## config.mk

```make
export PLATFORM = sky130hd
export DESIGN_NAME = spi_reg_ctrl
export DESIGN_NICKNAME = d
export VERILOG_FILES = /design/src/rtl/spi_reg_ctrl.sv
export SDC_FILE = /design/constraint.sdc
export NUM_CORES = 1
export LEC_CHECK = 0
export ABC_AREA = 1
export CORE_MARGIN = 8
export CORE_UTILIZATION = 45
export CTS_BUF_LIST = sky130_fd_sc_hd__clkbuf_2 sky130_fd_sc_hd__clkbuf_4 sky130_fd_sc_hd__clkbuf_8
export CTS_CLUSTER_DIAMETER = 30
export DETAILED_ROUTE_END_ITERATION = 16
export GPL_TIMING_DRIVEN = 0
export HOLD_SLACK_MARGIN = 0.02
export SETUP_SLACK_MARGIN = 0.2
export SYNTH_ARGS = -nofsm -noshare
export SYNTH_HDL_FRONTEND = slang
export SYNTH_SLANG_ARGS = --single-unit
```

## constraint.sdc

```tcl
create_clock -name clk -period 4.4 [get_ports clk]
set_input_delay 1.32 -clock clk [delete_from_list [all_inputs] [get_ports clk]]
set_output_delay 1.32 -clock clk [all_outputs]
set_load 0.005 [all_outputs]
```

## src/rtl/spi_reg_ctrl.sv

```systemverilog
// spi_reg_ctrl: SPI command/data register file driving a prescaled LED blinker
module spi_reg_ctrl #(
    parameter int PRESCALE = 27000
) (
    input  logic       clk,
    input  logic       rst,
    input  logic       cs,
    input  logic [7:0] rxd_out,
    input  logic       rxd_flag,
    output logic [7:0] txd_data,
    output logic       led,
    output logic       frame_active
);
    localparam int TW = (PRESCALE > 2) ? $clog2(PRESCALE) : 1;

    typedef enum logic {IDLE, DATA} state_t;

    state_t          state_q, state_d;
    logic            cs_s1_q, cs_s2_q;
    logic [3:0]      addr_q, addr_d;
    logic            wr_q, wr_d;
    logic [7:0]      txd_q, txd_d, rd_val;
    logic [1:0]      ctrl_q;
    logic [7:0]      per_l_q, per_h_q, scratch_q;
    logic            err_q, led_q;
    logic [TW-1:0]   tick_q;
    logic [15:0]     hp_q;

    // The end-of-frame event is seen as the synchronised cs is about to rise,
    // so a byte arriving in that same clk is still accepted and processed.
    logic        eof, acc, data_acc, wr_en, bad, en, tick;
    logic [15:0] per, per_m1;

    assign eof      = cs_s1_q & ~cs_s2_q;
    assign acc      = rxd_flag & ~cs_s2_q;
    assign data_acc = acc & (state_q == DATA);
    assign wr_en    = data_acc & wr_q;
    assign bad      = data_acc & (addr_q > 4'd5);
    assign en       = ctrl_q[0];
    assign tick     = en & (tick_q == TW'(PRESCALE - 1));
    assign per      = {per_h_q, per_l_q};
    assign per_m1   = (per == 16'd0) ? 16'd0 : per - 16'd1;

    assign txd_data     = txd_q;
    assign led          = led_q;
    assign frame_active = (state_q == DATA);

    // Frame FSM next state: command byte latches addr/direction, data bytes advance addr
    always_comb begin
        state_d = state_q;
        addr_d  = addr_q;
        wr_d    = wr_q;
        if (acc) begin
            if (state_q == IDLE) begin
                addr_d  = rxd_out[3:0];
                wr_d    = rxd_out[7];
                state_d = DATA;
            end else begin
                addr_d = addr_q + 4'd1;
            end
        end
        if (eof) state_d = IDLE;
    end

    // Register map read mux, addressed by the post-update address
    always_comb begin
        case (addr_d)
            4'h0:    rd_val = 8'hA5;
            4'h1:    rd_val = {6'b0, ctrl_q};
            4'h2:    rd_val = per_l_q;
            4'h3:    rd_val = per_h_q;
            4'h4:    rd_val = {6'b0, err_q, led_q};
            4'h5:    rd_val = scratch_q;
            default: rd_val = 8'h00;
        endcase
    end

    // Transmit byte: refreshed after every read-frame byte, zero in write frames and IDLE
    always_comb begin
        txd_d = eof ? 8'h00 : acc ? (wr_d ? 8'h00 : rd_val) : txd_q;
    end

    // CS synchroniser and frame state registers
    always_ff @(posedge clk) begin
        if (rst) begin
            cs_s1_q <= 1'b1;
            cs_s2_q <= 1'b1;
            state_q <= IDLE;
            addr_q  <= 4'h0;
            wr_q    <= 1'b0;
            txd_q   <= 8'h00;
        end else begin
            cs_s1_q <= cs;
            cs_s2_q <= cs_s1_q;
            state_q <= state_d;
            addr_q  <= addr_d;
            wr_q    <= wr_d;
            txd_q   <= txd_d;
        end
    end

    // Writable registers and sticky ERR; a set in the same clk as a clear wins
    always_ff @(posedge clk) begin
        if (rst) begin
            ctrl_q    <= 2'b01;
            per_l_q   <= 8'hF4;
            per_h_q   <= 8'h01;
            scratch_q <= 8'h00;
            err_q     <= 1'b0;
        end else begin
            if (wr_en && addr_q == 4'h1) ctrl_q <= rxd_out[1:0];
            if (wr_en && addr_q == 4'h2) per_l_q <= rxd_out;
            if (wr_en && addr_q == 4'h3) per_h_q <= rxd_out;
            if (wr_en && addr_q == 4'h5) scratch_q <= rxd_out;
            err_q <= bad | (err_q & ~(wr_en && addr_q == 4'h4 && rxd_out[1]));
        end
    end

    // Blinker: prescaled tick drives a half-period counter; disabled means led follows FORCE
    always_ff @(posedge clk) begin
        if (rst) begin
            tick_q <= '0;
            hp_q   <= 16'd0;
            led_q  <= 1'b0;
        end else if (!en) begin
            tick_q <= '0;
            hp_q   <= 16'd0;
            led_q  <= ctrl_q[1];
        end else begin
            tick_q <= tick ? '0 : tick_q + TW'(1);
            if (tick) begin
                hp_q  <= (hp_q >= per_m1) ? 16'd0 : hp_q + 16'd1;
                led_q <= (hp_q >= per_m1) ? ~led_q : led_q;
            end
        end
    end
endmodule

```

# Word level (Yosys, flattened, before mapping)
# Cells that the tools add are included.
[op_classes]
add_sub_neg = 4
n_lt_le_gt_ge = 2
eq_ne = 13
muxes = 11
n_bitwise = 12
reduce_logical = 12
[op_table]
columns = ["cell", "n"]
rows = [
  ["one-hot mux 8 bit (6 select lines)", 1],
  ["two-way mux 16 bit", 2],
  ["adder 16 x 1 -> 16 bit, second input constant", 1],
  ["equality test 4 x 2 -> 1 bit, second input constant", 4],
  ["equality test 4 x 3 -> 1 bit, second input constant", 4],
  ["greater-or-equal comparator 16 bit", 1],
  ["logical NOT 16 bit", 1],
  ["subtractor 16 x 1 -> 16 bit, second input constant", 1],
  ["adder 15 x 1 -> 15 bit, second input constant", 1],
  ["equality test 15 bit, second input constant", 1],
  ["equality test 4 x 1 -> 1 bit, second input constant", 2],
  ["two-way mux 4 bit", 2],
  ["two-way mux 8 bit", 1],
  ["bitwise AND 1 bit", 7],
  ["logical AND 1 bit", 6],
  ["two-way mux 1 bit", 5],
  ["adder 4 x 1 -> 4 bit, second input constant", 1],
  ["greater-than comparator 4 x 3 -> 1 bit, second input constant", 1],
  ["logical NOT 4 bit", 1],
  ["inequality test 2 x 1 -> 1 bit, second input constant", 2],
  ["inverter 1 bit", 4],
  ["OR reduction 2 bit", 2],
  ["OR reduction 3 bit", 1],
  ["AND reduction 2 bit", 1],
  ["OR 1 bit", 1],
]
[totals]
reg_bits = 75
inputBits = 12
word_cells = 68

# Longest topological paths before layout
# Gate-level depths: netlist (run 1).
[depth]
depth_word = 9
depth_mapped = 20
ltp_nobuf = 19

# Least setup slack after synthesis (run 1)
# No wires, ideal clock.
[synth_timing]
kind = "register to register"
from = "register per_l_q[0]"
to = "register hp_q[10]"
arrival_time_ns = 2.704
required_ns = 4.283
path_slack_ns = 1.579
path_stages_with_launch = 21
synth_period_minus_slack_ns = 2.821
cell_sequence = "dfxtp_1 -> inv_1 -> nand3_1 -> nor3_2 -> nand2_1 -> inv_1 -> nand2_1 -> inv_2 -> nand2_1 -> nor3_1 -> xor2_1 -> nand2_1 -> ha_1 -> nand2_1 -> nor4_1 -> nand2_1 -> nand3_1 -> o21ai_0 -> inv_1 -> buf_2 -> nor2_1"
[synth_via]
elab_chain_cells = 4
[synth_rtl]
columns = ["item", "line", "text"]
rows = [
  ["start, declared", "24", "logic [7:0] per_l_q, per_h_q, scratch_q;"],
  ["start signal, assigned", "112", "if (wr_en && addr_q == 4'h2) per_l_q <= rxd_out;"],
  ["subtractor 16 x 1 -> 16 bit or logical NOT 16 bit (tied branches)", "42", "assign per_m1 = (per == 16'd0) ? 16'd0 : per - 16'd1;"],
  ["two-way mux 16 bit (*)", "42", ""],
  ["greater-or-equal comparator 16 bit (*)", "132", "hp_q <= (hp_q >= per_m1) ? 16'd0 : hp_q + 16'd1;"],
  ["two-way mux 16 bit (*)", "132", ""],
  ["end signal, assigned", "132", ""],
  ["end, declared", "27", "logic [15:0] hp_q;"],
]
# Every way passes the cells marked *; elsewhere a longest branch is shown, timed or not.
# A chain may end at the register's enable or synchronous reset.

# Worst setup path after layout (run 1)
[layout_timing]
from = "register per_l_q[0]"
to = "register hp_q[11]"
# Same word-level chain as after synthesis.

==> results of run 1 <==
state kept, by name, summed over array words and instances, names as in the netlist, 2 cells and up:
register / flops
hp_q: 16
tick_q: 15
per_h_q: 8
per_l_q: 8
scratch_q: 8
txd_data: 8
addr_q: 4
ctrl_q: 2
cell usage in the layout (no fill, tap or decap), types with 2 or more instances in the layout:
master	netlist	layout
nand3_2	2	2
o211ai_1	7	7
nand3_1	49	49
nor4_1	4	4
bufinv_16	0	3
nor2_1	74	74
xnor2_1	6	6
nor2_8	2	2
inv_1	62	62
xor2_1	8	8
nor2_4	5	5
nor3_1	13	13
o21ai_0	48	48
inv_2	17	17
clkbuf_1	4	4
clkinv_2	0	2
ha_1	24	24
nor3_2	4	4
clkbuf_8	0	10
dfxtp_1	75	75
a21oi_1	49	49
and3_1	2	2
nand2_1	126	126
nand4_1	18	18
nand2_2	3	3
a21o_1	2	2
or2_2	2	2
nand3b_1	4	4
buf_2	5	5
nor2_2	5	5
o21ai_1	7	7
nand2_4	3	3
clkdlybuf4s50_1	0	21
logic make-up (layout without fill, tap and decap cells):
| logic type | count (synthesis) | count (layout) | share of synthesized area, % |
|---|---|---|---|
| buffers and inverters | 89 | 126 | 7.884 |
| DFF | 75 | 75 | 34.03 |
| xor gates and xnor gates | 14 | 14 | 2.779 |
| AOI/OAI and AO/OA | 118 | 118 | 14.35 |
| and+or+nand+nor | 317 | 317 | 34.15 |
| adders and majority gates | 24 | 24 | 6.807 |
power breakdown:
group	leakage, uW	switching [uW]	internal [uW]
logic	0.00139	51.2	29.8
registers	0.000606	4.79	684
clock network	0.000127	270	397
through the flow:
stage | std cells | utilization, % | power [uW] | cell area (sq um)
2_1_floorplan | 637 | - | 752.9 | 4412
3_3_place_gp | 791 | 49.68 | 784.8 | 4788
3_5_place_dp | 791 | 49.68 | 785.7 | 4788
4_1_cts | 807 | 52.22 | 1450 | 5034
5_1_grt | 807 | 52.22 | 1495 | 5034
6_report | 807 | 52.22 | 1437 | 5034
per-layer routing:
layer	up-vias	part of all wire (%)	GRT usage (%)
li1	2180	-	-
met1	1837	47	21.22
met2	69	47	30.44
met3	15	3.9	3.887
met4	0	1.6	7.268
met5	-	0	0
final cells by class:
cell class	count	area share [%]
inverter	79	5.891
clock inverter	5	1.989
tap	133	3.306
multi-input combinational	473	50.91
clock buffer	11	2.883
timing repair buffer	21	4.176
sequential	75	29.83
buffer	10	1.019
worst max-delay path, cell delays in order, from the launching register on:
cell	delay [ps]
dfxtp_1	340
inv_1	120
nand3_1	150
nor3_2	180
nand2_1	110
inv_1	60
nand2_1	90
inv_2	80
nand2_1	80
nor3_1	190
xor2_1	160
nand2_1	80
ha_1	300
nand2_1	90
nor4_1	460
nand2_1	130
nand3_1	210
o21ai_0	100
inv_1	80
buf_2	210
nor2_1	70
worst min path at each step:
stage	start	end
6_report	txd_data[5]	txd_data[5]
4_1_cts	txd_data[1]	txd_data[1]
2_1_floorplan	cs_s1_q	cs_s2_q
5_1_grt	txd_data[1]	txd_data[1]
3_5_place_dp	txd_data[2]	txd_data[2]
3_3_place_gp	tick_q[0]	tick_q[0]
==> summary.md, run 1 <==
| Metric | Value |
|---|---|
| # H-tree levels | `3` |
| Worst skew pair latency | `370 ps` |
| Most common cell in the synthesized netlist | `nand2_1` |
| First-pass GRT wire length | `18.89 mm` |
| Avg Cell Area, Syn | `6.926 sq um` |
| Flop-to-flop setup slack | `1000 ps` |
| Worst Skew | `8.183 ps` |
| Antenna diodes | `0` |
| Fin. Hold Viols | `0` |
| Die Area | `13,230 sq um` |
| DIE WIDTH | `115.0 um` |
| Pre-CTS setup slack | `929.9 ps` |
| Post-synth top flop | `dfxtp_1` |
| CP startpoint kind | `flip-flop` |
| Final worst slack | `998.4 ps` |
| Die height | `115.0 um` |
| Slew Limit Fails | `0` |
| WP data arrival | `3660 ps` |
| Fin crit share | `77.31%` |
| Vias | `4,101` |
| Synth top cells by count | `126 x nand2_1, 75 x dfxtp_1, 74 x nor2_1` |
| Share of post-route cells with drive strength above 1 | `10.24%` |
| Synth top area share | `34.03%` |
| Worst setup path end | `hp_q[11]` |
| Netlist Area Pre-Place | `4412 sq um` |
| CTS tree | `built` |
| Reg2reg end | `hp_q[11]` |
| Worst Setup SP | `per_l_q[0]` |
| CORE AREA | `9639 sq um` |
| Worst Hold Depth | `2` |
| F_max | `0.2940 GHz` |
| DR vias/cell | `5.082` |
| Share of the yosys chip area belonging to registers | `34.03%` |
| Endpoints failing setup | `0` |
| Initial Utilization | `45.77%` |
| Tmin final | `3402 ps` |
| Post-cts sizing count | `0` |
| Syn. warnings | `0` |
| Tot GR Track Use | `17.84%` |
| Footprint of the multi-input gates | `2562 sq um` |
| Clock root cell | `clkbuf_8` |
| Area added between synthesis and finish | `14.10%` |
| FP Rows | `36` |
| Critical Path Fanout Max | `10` |
| Sink Count | `75` |
| RePlAce Congestion | `0.9237` |
| WL/cell | `13.67 um` |
| Fin Setup TNS | `0 ps` |
| Crit. End Element | `flip-flop` |
| Slew headroom | `54.30%` |
| Largest net degree at the start of global routing | `13` |
| Post-CTS Hold Buffers | `0` |
| IO Pins | `22` |
| Cell taking the most area after synthesis | `dfxtp_1` |
| R2r startpoint | `per_l_q[0]` |
| P per Cell Area | `285.4 nW/um^2` |
| Status | `complete, no violations` |
| Depth of the most critical reg-to-reg path | `20` |
| DR pass1 iterations | `5` |
| Placed wire-length estimate | `8.619 mm` |
| Least-Margin Pin Slew | `681.0 ps` |
| Antenna-violating nets left | `0` |
| Fin nets | `705` |
| Initial antenna violation count | `0` |
| Synth cell types | `36` |
| Critical path type | `reg -> reg` |
| I/O Buffers | `21` |
| Post-Syn Nets | `673` |
| Count of flip-flops with a built-in enable after synthesis | `0` |
| Count of state elements after synthesis | `75` |
| Worst Path Required | `4650 ps` |
| Vias in the first global route | `4,063` |
| Cells after synthesis | `637` |
| Max Cap Viol | `0` |
| DRT iter0 DRCs | `269` |
| Congestion Overflow GR | `0` |
| Async SR Flop Fraction | `0%` |
| Largest cells by area after synthesis | `dfxtp_1 34%, nand2_1 11%, ha_1 6.8%` |
| Routed WL | `11.03 mm` |
| Clk slew on worst S/H paths | `80 ps` |
| Post-route DRC | `0` |
| Clk buf depth | `2` |
| Fin Hold WS | `466.4 ps` |
| Postcts setup bufs | `0` |
| Worst min-delay path class | `reg -> reg` |
| RSZ-0062 raised after global routing | `no` |
| FILL cells | `1,009` |
| Sequential standard cell area | `1501 sq um` |
| CTS Buf Count | `9` |
| Lkg Pwr | `0.002126 uW` |
| VDD IR-drop max | `0.1473 mV` |
Note: power is estimated with default switching activity, not from simulation.
==> run 2: changes to the inputs <==
==> constraint.sdc (replaced) <==
create_clock -name clk -period 3.35 [get_ports clk]
set_input_delay 1.005 -clock clk [delete_from_list [all_inputs] [get_ports clk]]
set_output_delay 1.005 -clock clk [all_outputs]
set_load 0.005 [all_outputs]
==> run 2 against run 1 <==
Count of clock-buffer cells in the layout unchanged. Fmax rose by 15%. Non-clock buffer count is 9 higher. Critical endpoint is now hp_q[13]. Highest routed layer unchanged. Clock skew down 1.2 ps. Register-to-register slack worse by 620 ps.
==> summary.md, run 2 (synthesized netlist as in run 1, its figures left out) <==
| Metric | Value |
|---|---|
| First-pass GRT wire length | `19.06 mm (+0.91%)` |
| Most frequent cells in the layout | `120 x nand2_1, 73 x nor2_1, 72 x dfxtp_1` |
| RePlAce Congestion | `0.9237 (unchanged)` |
| Least-Margin Pin Slew | `680.9 ps (-0.006557 ps)` |
| Max Cap Viol | `0 (unchanged)` |
| I/O Buffers | `21 (unchanged)` |
| Endpoints failing setup | `0 (unchanged)` |
| Routed WL | `11.40 mm (+3.4%)` |
| Vias in the first global route | `4,083 (+0.49%)` |
| # H-tree levels | `3 (unchanged)` |
| Share of post-route cells with drive strength above 1 | `14.49% (+4.3 points)` |
| CTS Buf Count | `9 (unchanged)` |
| Clk buf depth | `2 (unchanged)` |
| Max FFs per register | `16 (unchanged)` |
| Worst min-delay path class | `reg -> reg` |
| Pre-CTS setup slack | `-120.1 ps (-1050 ps)` |
| Slew headroom | `54.30% (about the same)` |
| Die height | `115.0 um (unchanged)` |
| Post-CTS Hold Buffers | `0 (unchanged)` |
| Antenna diodes | `0 (unchanged)` |
| Initial Utilization | `45.77% (unchanged)` |
| Placed wire-length estimate | `8.619 mm (unchanged)` |
| DIE WIDTH | `115.0 um (unchanged)` |
| CTS tree | `built` |
| VDD IR-drop max | `0.1917 mV (+30%)` |
| Fin. Hold Viols | `0 (unchanged)` |
| Largest net degree at the start of global routing | `13 (unchanged)` |
| Post-route cell area | `5231 sq um (+3.9%)` |
| Largest Register | `hp_q` |
| IO Pins | `22 (unchanged)` |
| FILL cells | `981 (-2.8%)` |
| CP startpoint kind | `flip-flop` |
| Sink Count | `75 (unchanged)` |
| Status | `complete, no violations` |
| F_max | `0.3368 GHz (+15%)` |
| Worst skew pair latency | `360 ps (about the same)` |
| Crit. End Element | `flip-flop` |
| Post-route DRC | `0 (unchanged)` |
| Fin crit share | `88.62% (+11 points)` |
| Largest regs | `hp_q x16, tick_q x15` |
| DRT iter0 DRCs | `247 (-8.2%)` |
| Worst Hold Depth | `2 (unchanged)` |
| Worst Skew | `6.946 ps (-1.237 ps)` |
| Die Area | `13,230 sq um (unchanged)` |
| Worst Path Required | `3600 ps (-1050 ps)` |
| Fin nets | `714 (+1.3%)` |
| Commonest non-fill, non-tap cell in the layout | `nand2_1` |
| Initial antenna violation count | `0 (unchanged)` |
| Post-DP Area | `4788 sq um (unchanged)` |
| Clock root cell | `clkbuf_8` |
| Clk slew on worst S/H paths | `80 ps (about the same)` |
| Final worst slack | `381.2 ps (-617.2 ps)` |
| Tmin final | `2969 ps (-432.8 ps)` |
| Tot GR Track Use | `18.01% (+0.18 points)` |
| Lkg Pwr | `0.002185 uW (+2.8%)` |
| Congestion Overflow GR | `0 (unchanged)` |
| Critical Path Fanout Max | `5 (-5)` |
| Util after Layout | `54.27% (+2.1 points)` |
| P per Cell Area | `361.6 nW/um^2 (+27%)` |
| FP Rows | `36 (unchanged)` |
| DR pass1 iterations | `4 (-1)` |
| Antenna-violating nets left | `0 (unchanged)` |
| Area added between synthesis and finish | `18.58%` |
| RSZ-0062 raised after global routing | `no` |
| Depth of the most critical reg-to-reg path | `19 (-5.0%)` |
| Fin Setup TNS | `0 ps (unchanged)` |
| Critical path type | `reg -> reg` |
| Vias | `4,183 (+2.0%)` |
| CORE AREA | `9639 sq um (unchanged)` |
| DR vias/cell | `5.126 (+0.87%)` |
| Slew Limit Fails | `0 (unchanged)` |
| WP data arrival | `3220 ps (-440 ps)` |
| WL/cell | `13.97 um (+2.2%)` |
## run 2: repair_timing
action / CTS / global route
gates cloned: 0 / 1
pin swaps: 2 / 8
setup buffers: 2 / 6
setup endpoints to repair: 16 / 16
gates resized for setup: 8 / 28
endpoints found under the hold margin: 0 / 0
## run 2: worst paths after layout
check | from | to | slack (ps)
setup reg to reg | per_l_q[2] | hp_q[13] | 380
hold reg to reg | txd_data[5] | txd_data[5] | 470
setup / recovery | per_l_q[2] | hp_q[13] | 380
hold / removal | txd_data[5] | txd_data[5] | 470
## run 2: power by group
| group | switching [uW] | internal [uW] | total, uW | leakage [uW] |
|---|---|---|---|---|
| clock | 357 | 521 | 878 | 0.000127 |
| sequential | 6.26 | 897 | 903 | 0.000607 |
| combinational | 68.4 | 41.8 | 110 | 0.00145 |
| total | 432 | 1460 | 1890 | 0.00218 |
## run 2: final cells by class
type | instances | area, sq um | share of cell area, %
plain buffers | 10 | 57.56 | 1.100
clock buffers | 11 | 145.1 | 2.774
clock inverters | 5 | 100.1 | 1.913
inverters | 79 | 301.5 | 5.764
multi-input cells | 473 | 2671 | 51.06
flip-flops and latches | 75 | 1508 | 28.82
well taps | 133 | 166.4 | 3.181
repair buffers | 30 | 281.5 | 5.381
## run 2: worst max-delay path, stage by stage (launching register included)
cell and delay, ps:
dfxtp_4 370, inv_4 70, nand3_4 90, nor3_4 150, nand2_2 90, inv_1 80
nand2_2 60, inv_2 80, nand2_2 70, nor3_2 180, xor2_1 150, nand2_1 120
ha_4 290, nand2_2 80, nor4_4 380, nand2_2 130, nand3_4 120, nand2_1 50
nor2_1 200, nor2_1 90
## run 2: stage by stage
stage	hold WS (ps)	std cells	total power (uW)
after floorplan	400.4	637	988.9
after global placement	444.3	791	1031
after detailed placement	454.6	791	1032
after CTS	472.6	809	1904
after global routing	494.2	816	1967
final	466.5	816	1892
## run 2: layer usage
layer  wire length [um]  track usage, %  share of wire, %
met5                  0               0                 0
met4                244           7.268               2.1
met3                445           3.992               3.9
met2               5426           30.98                48
met1               5286           21.22                46
